===== src/rtl/clock_pkg.sv =====
// Shared clock-setting types: sequencer state encoding, stage one-hot codes, default timeout.
package clock_pkg;

  typedef enum logic [2:0] {
    ST_RUN    = 3'd0,
    ST_SEC_LO = 3'd1,
    ST_SEC_HI = 3'd2,
    ST_MIN_LO = 3'd3,
    ST_MIN_HI = 3'd4,
    ST_HR_LO  = 3'd5,
    ST_HR_HI  = 3'd6
  } state_e;

  localparam logic [2:0] STAGE_SEC = 3'b001;
  localparam logic [2:0] STAGE_MIN = 3'b010;
  localparam logic [2:0] STAGE_HR  = 3'b100;

  localparam int TIMEOUT_S_DEF = 10;

  function automatic state_e next_state(input state_e s);
    case (s)
      ST_RUN:    return ST_SEC_LO;
      ST_SEC_LO: return ST_SEC_HI;
      ST_SEC_HI: return ST_MIN_LO;
      ST_MIN_LO: return ST_MIN_HI;
      ST_MIN_HI: return ST_HR_LO;
      ST_HR_LO:  return ST_HR_HI;
      default:   return ST_RUN;
    endcase
  endfunction

  function automatic logic [2:0] stage_of(input state_e s);
    case (s)
      ST_SEC_LO, ST_SEC_HI: return STAGE_SEC;
      ST_MIN_LO, ST_MIN_HI: return STAGE_MIN;
      ST_HR_LO,  ST_HR_HI:  return STAGE_HR;
      default:              return 3'b000;
    endcase
  endfunction

  function automatic logic is_hi(input state_e s);
    return (s == ST_SEC_HI) || (s == ST_MIN_HI) || (s == ST_HR_HI);
  endfunction

endpackage


===== src/rtl/edge_det.sv =====
// Rising-edge detector for a synchronous button level; prev resets high so a
// button held through reset yields no edge. Edge output is combinational.
module edge_det (
  input  logic clks,
  input  logic sclr_n,
  input  logic btn,
  output logic rise
);

  logic prev_q, prev_d;

  always_comb prev_d = btn;

  always_ff @(posedge clks) begin
    if (!sclr_n) prev_q <= 1'b1;
    else         prev_q <= prev_d;
  end

  assign rise = btn & ~prev_q;

endmodule


===== src/rtl/time_set_ctrl.sv =====
// Clock mode/setting sequencer: buttons -> registered set-mode selects and strobes, 1-cycle latency.
// TIME_SET_TIMEOUT_EN compiles in the automatic return to RUN after TIMEOUT_S idle ticks.
module time_set_ctrl
  import clock_pkg::*;
#(
  parameter int TIMEOUT_S = TIMEOUT_S_DEF
) (
  input  logic       clks,
  input  logic       sclr_n,
  input  logic       tick_1hz,
  input  logic       btn_mode,
  input  logic       btn_inc,
  input  logic       btn_clr,
  output logic       run,
  output logic [2:0] set_en,
  output logic       selw,
  output logic       inc_pulse,
  output logic       clr_pulse,
  output logic       blank
);

  if (TIMEOUT_S < 1 || TIMEOUT_S > 255) begin : g_bad_timeout
    $error("TIMEOUT_S must be in 1..255");
  end

  logic mode_e, inc_e, clr_e;
  logic timeout;

  edge_det u_mode (.clks(clks), .sclr_n(sclr_n), .btn(btn_mode), .rise(mode_e));
  edge_det u_inc  (.clks(clks), .sclr_n(sclr_n), .btn(btn_inc),  .rise(inc_e));
  edge_det u_clr  (.clks(clks), .sclr_n(sclr_n), .btn(btn_clr),  .rise(clr_e));

  state_e     state_q, state_d;
  logic       run_q, run_d;
  logic [2:0] set_en_q, set_en_d;
  logic       selw_q, selw_d;
  logic       inc_q, inc_d;
  logic       clr_q, clr_d;
  logic       blink_q, blink_d;

`ifdef TIME_SET_TIMEOUT_EN
  localparam logic [7:0] TO_LIM = 8'(TIMEOUT_S);
  logic [7:0] cnt_q, cnt_d;
  logic       any_edge;

  assign any_edge = mode_e | inc_e | clr_e;

  always_comb begin
    cnt_d   = cnt_q;
    timeout = 1'b0;
    if (any_edge || state_q == ST_RUN) begin
      cnt_d = '0;
    end else if (tick_1hz) begin
      if (cnt_q + 8'd1 == TO_LIM) begin
        timeout = 1'b1;
        cnt_d   = '0;
      end else begin
        cnt_d = cnt_q + 8'd1;
      end
    end
  end

  always_ff @(posedge clks) begin
    if (!sclr_n) cnt_q <= '0;
    else         cnt_q <= cnt_d;
  end
`else
  assign timeout = 1'b0;
`endif

  always_comb begin
    state_d = state_q;
    if (mode_e)       state_d = next_state(state_q);
    else if (timeout) state_d = ST_RUN;

    // Blink restarts from "visible" whenever the selected digit moves.
    blink_d = blink_q;
    if (state_d == ST_RUN || state_d != state_q) blink_d = 1'b0;
    else if (tick_1hz)                           blink_d = ~blink_q;

    run_d    = (state_d == ST_RUN);
    set_en_d = stage_of(state_d);
    selw_d   = is_hi(state_d);
    inc_d    = inc_e & ~mode_e & (state_q != ST_RUN);
    clr_d    = clr_e;
  end

  always_ff @(posedge clks) begin
    if (!sclr_n) begin
      state_q  <= ST_RUN;
      run_q    <= 1'b1;
      set_en_q <= 3'b000;
      selw_q   <= 1'b0;
      inc_q    <= 1'b0;
      clr_q    <= 1'b0;
      blink_q  <= 1'b0;
    end else begin
      state_q  <= state_d;
      run_q    <= run_d;
      set_en_q <= set_en_d;
      selw_q   <= selw_d;
      inc_q    <= inc_d;
      clr_q    <= clr_d;
      blink_q  <= blink_d;
    end
  end

  assign run       = run_q;
  assign set_en    = set_en_q;
  assign selw      = selw_q;
  assign inc_pulse = inc_q;
  assign clr_pulse = clr_q;
  assign blank     = blink_q & ~run_q;

endmodule


===== config.mk =====
export PLATFORM = sky130hd
export DESIGN_NAME = time_set_ctrl
export DESIGN_NICKNAME = d
export VERILOG_FILES = /design/src/rtl/clock_pkg.sv /design/src/rtl/edge_det.sv /design/src/rtl/time_set_ctrl.sv
export SDC_FILE = /design/constraint.sdc
export NUM_CORES = 1
export LEC_CHECK = 0
export CORE_AREA = 2 2 39 41
export CTS_BUF_LIST = sky130_fd_sc_hd__clkbuf_8
export DETAILED_ROUTE_END_ITERATION = 10
export DIE_AREA = 0 0 41 43
export PLACE_DENSITY = 0.71
export REMOVE_ABC_BUFFERS = 1
export SYNTH_ARGS = -nofsm -noshare
export SYNTH_HDL_FRONTEND = slang
export SYNTH_SLANG_ARGS = --single-unit

===== constraint.sdc =====
create_clock -name clks -period 1.5 [get_ports clks]
set_input_delay 0.3 -clock clks [delete_from_list [all_inputs] [get_ports clks]]
set_output_delay 0.3 -clock clks [all_outputs]
set_load 0.05 [all_outputs]

==> results.toml, run 1 <==
[detailed_routing]
totalWireLength_microns = 943
post-route-drc-count = 0
firstDrtPassIters = 4
postRouteAntennaNets = 0
wl_per_cell_microns = 11.1
dr_total_vias = 436
avgViaCountPerCell = 5.13
drt_iter0_markers = 17

[power_and_ir_drop]
p_comb_frac = 0.102
p_int_mw = 0.663
clkPwrFrac = 0.432
cellPowerDensity_mw_per_mm2 = 1050
p_switching_mw = 0.181
pwr-share-seq = 0.466
switching_share = 0.214
max-vdd-ir-drop_uv = 594
p_leak_nw = 0.310

[worst_setup_path]
crit_fanout = 10
crit_path_end_kind = "flop"
crit_arrival_ps = 1420
required_ps = 1640
crit_type = "input pin to flop"
ff2ff_path_depth = 2
cp-start-kind = "input pin"

[die]
fp.coreArea_sq_mm = 0.00138
fp.dieH_microns = 43
rows = 14
chipWidth_microns = 41
start_util = 0.404
die-area_sq_mm = 0.00176
ios = 14

[final_layout]
ff_latch_area_sq_um = 280
area_growth_pct = 43.6
drive_gt1_frac = 0.275
fillers = 119
fin_area_sq_um = 803
final_nets = 76
multi_input_comb_area_sq_um = 244
final_core_util = 0.580
diodes = 0

[synth]
yosys_warnings = 0
syn_area_per_cell_sq_um = 10.2
synth_seq_cells = 14
synth-seq-area-share = 0.501
syn_area_sq_um = 559
syn_inst = 55
synth.distinct_cells = 27

[clocking]
cts_setup_buffers = 0
clk_pin_slew_ps = 60
cts_inserted_buffers = 3
clock_latency_ps = 240
cts.repair.resized = 0
cts_buffer_depth = 2
cts_max_level = 1
cts_tree = "built"
root_buffer = "clkbuf_8"
hold_buffers = 0
cts.sink_count = 14

[sta]
setup_viol = 0
max_slew_margin = 0.702
setup_tns_ps = 0
whs_ps = 388
fin_crit_ps = 1280
drv_slew = 0
fin_crit_sh = 0.856
hold_violations = 0
worst_pin_slew_ps = 442
finClkSkew_ps = 5.38
fmax_mhz = 779
layout_setup_ws_ps = 217
rsz0062_at_grt = "false"

[grt]
overflow = 0
grt_pass1_vias = 399
grtUsageTotal = 0.140
grt_pass1_wl_microns = 1700
grt_max_degree = 12
antenna_found_initial = 0

[place]
place_congestion = 0.819
io_buffers = 13
place_area_sq_um = 748
pre_cts_ws_ps = -24.2
place_hpwl_microns = 672

[outcome]
status = "finished, final reports clean"

[min_path]
holdPathStages = 1
hp-class = "flop to flop"

[run]
drv_cap = 0
routing by layer:
layer  wire length (microns)  share of wire  up-vias  track usage
li1                        -              -      220            -
met1                     433           0.46      201        0.188
met2                     449           0.48       13        0.197
met3                      49          0.052        2       0.0314
met4                      10          0.011        0       0.0800
met5                       0              0        -            0
through the flow:
step	power [mW]	std cells
CTS	0.851	85
floorplan	0.440	50
global placement	0.486	81
global route	0.877	85
finish	0.844	85
detailed placement	0.487	81
area by class of cell:
| type | count | area share |
|---|---|---|
| repair buffers | 15 | 0.249 |
| multi-input cells | 35 | 0.304 |
| flip-flops and latches | 14 | 0.349 |
| inverters | 1 | 0.00467 |
| well taps | 16 | 0.0249 |
| clock buffers | 4 | 0.0685 |
power by group through the flow:
| stage | sequential, mW | combinational [mW] | clock (mW) |
|---|---|---|---|
| floorplan | 0.413 | 0.0268 | 0 |
| global placement | 0.401 | 0.0848 | 0 |
| detailed placement | 0.402 | 0.0856 | 0 |
| CTS | 0.393 | 0.0862 | 0.371 |
| global route | 0.395 | 0.0923 | 0.390 |
| finish | 0.393 | 0.0858 | 0.364 |
logic make-up (layout without fill, tap and decap cells):
logic type,after synthesis,in the layout,share of synthesized area
AOI/OAI and AO/OA,10,10,0.136
muxes,1,1,0.0179
DFF,14,14,0.501
and+or+nand+nor,23,23,0.266
buffers and inverters,6,20,0.0626
xor gates and xnor gates,1,1,0.0157
path summary, 6_finish.rpt:
check                             startpoint         end  slack, ps
worst max register to register    state_q[1]   inc_pulse        390
worst min-delay path            u_clr.prev_q   clr_pulse        390
worst min register to register  u_clr.prev_q   clr_pulse        390
worst max-delay path                btn_mode  state_q[1]        220
cell usage in the layout (no fill, tap or decap), types with 2 or more instances in the layout:
cell / n
clkbuf_8: 4
nor2_1: 2
buf_12: 6
o21ai_0: 2
o22ai_1: 2
nand2_1: 6
nor3_1: 2
buf_4: 4
dfxtp_1: 14
nand2b_1: 4
clkdlybuf4s50_1: 5
cells in the mapped netlist:
| library cell | n | area (sq um) |
|---|---|---|
| dfxtp_1 | 14 | 280 |
| nand2_1 | 6 | 22.5 |
| buf_2 | 4 | 20.0 |
| nand2b_1 | 4 | 25.0 |
| nor2_1 | 2 | 7.51 |
| nor3_1 | 2 | 10.0 |
| o21ai_0 | 2 | 10.0 |
| o22ai_1 | 2 | 12.5 |
| a31o_2 | 1 | 8.76 |
| and4b_1 | 1 | 10.0 |
| buf_6 | 1 | 11.3 |
| inv_1 | 1 | 3.75 |
| mux2i_1 | 1 | 10.0 |
| nand3_1 | 1 | 5.00 |
| nand3b_1 | 1 | 7.51 |
| nor2b_1 | 1 | 6.26 |
| nor2b_4 | 1 | 13.8 |
| nor3b_1 | 1 | 7.51 |
| nor4b_2 | 1 | 15.0 |
| o2111ai_1 | 1 | 8.76 |
| o211ai_2 | 1 | 12.5 |
| o21a_1 | 1 | 7.51 |
| o311ai_0 | 1 | 8.76 |
| o31ai_1 | 1 | 7.51 |
| or2b_1 | 1 | 7.51 |
| or4_4 | 1 | 11.3 |
| xnor2_1 | 1 | 8.76 |
worst max-delay path: stages:
cell and delay, ps:
clkdlybuf4s50_1 490, nor2b_4 260, o21ai_0 120, a31o_2 250
sequential cells by signal (all words and copies together) (netlist names):
signal / count
state_q: 3
selw: 1
clr_pulse: 1
u_mode.prev_q: 1
u_inc.prev_q: 1
blink_q: 1
u_clr.prev_q: 1
run: 1
set_en: 3
inc_pulse: 1
Power figures use the tool's default switching activity.
==> inputs of run 2 (changes only) <==
--- a/config.mk
+++ b/config.mk
@@ -5,6 +5,7 @@
 export SDC_FILE = /design/constraint.sdc
 export NUM_CORES = 1
 export LEC_CHECK = 0
+export CAP_MARGIN = 20
 export CORE_AREA = 2 2 39 41
 export CTS_BUF_LIST = sky130_fd_sc_hd__clkbuf_8
 export DETAILED_ROUTE_END_ITERATION = 10
==> results of run 2 <==
Final layout, timing and power as in run 1 (identical DEF).
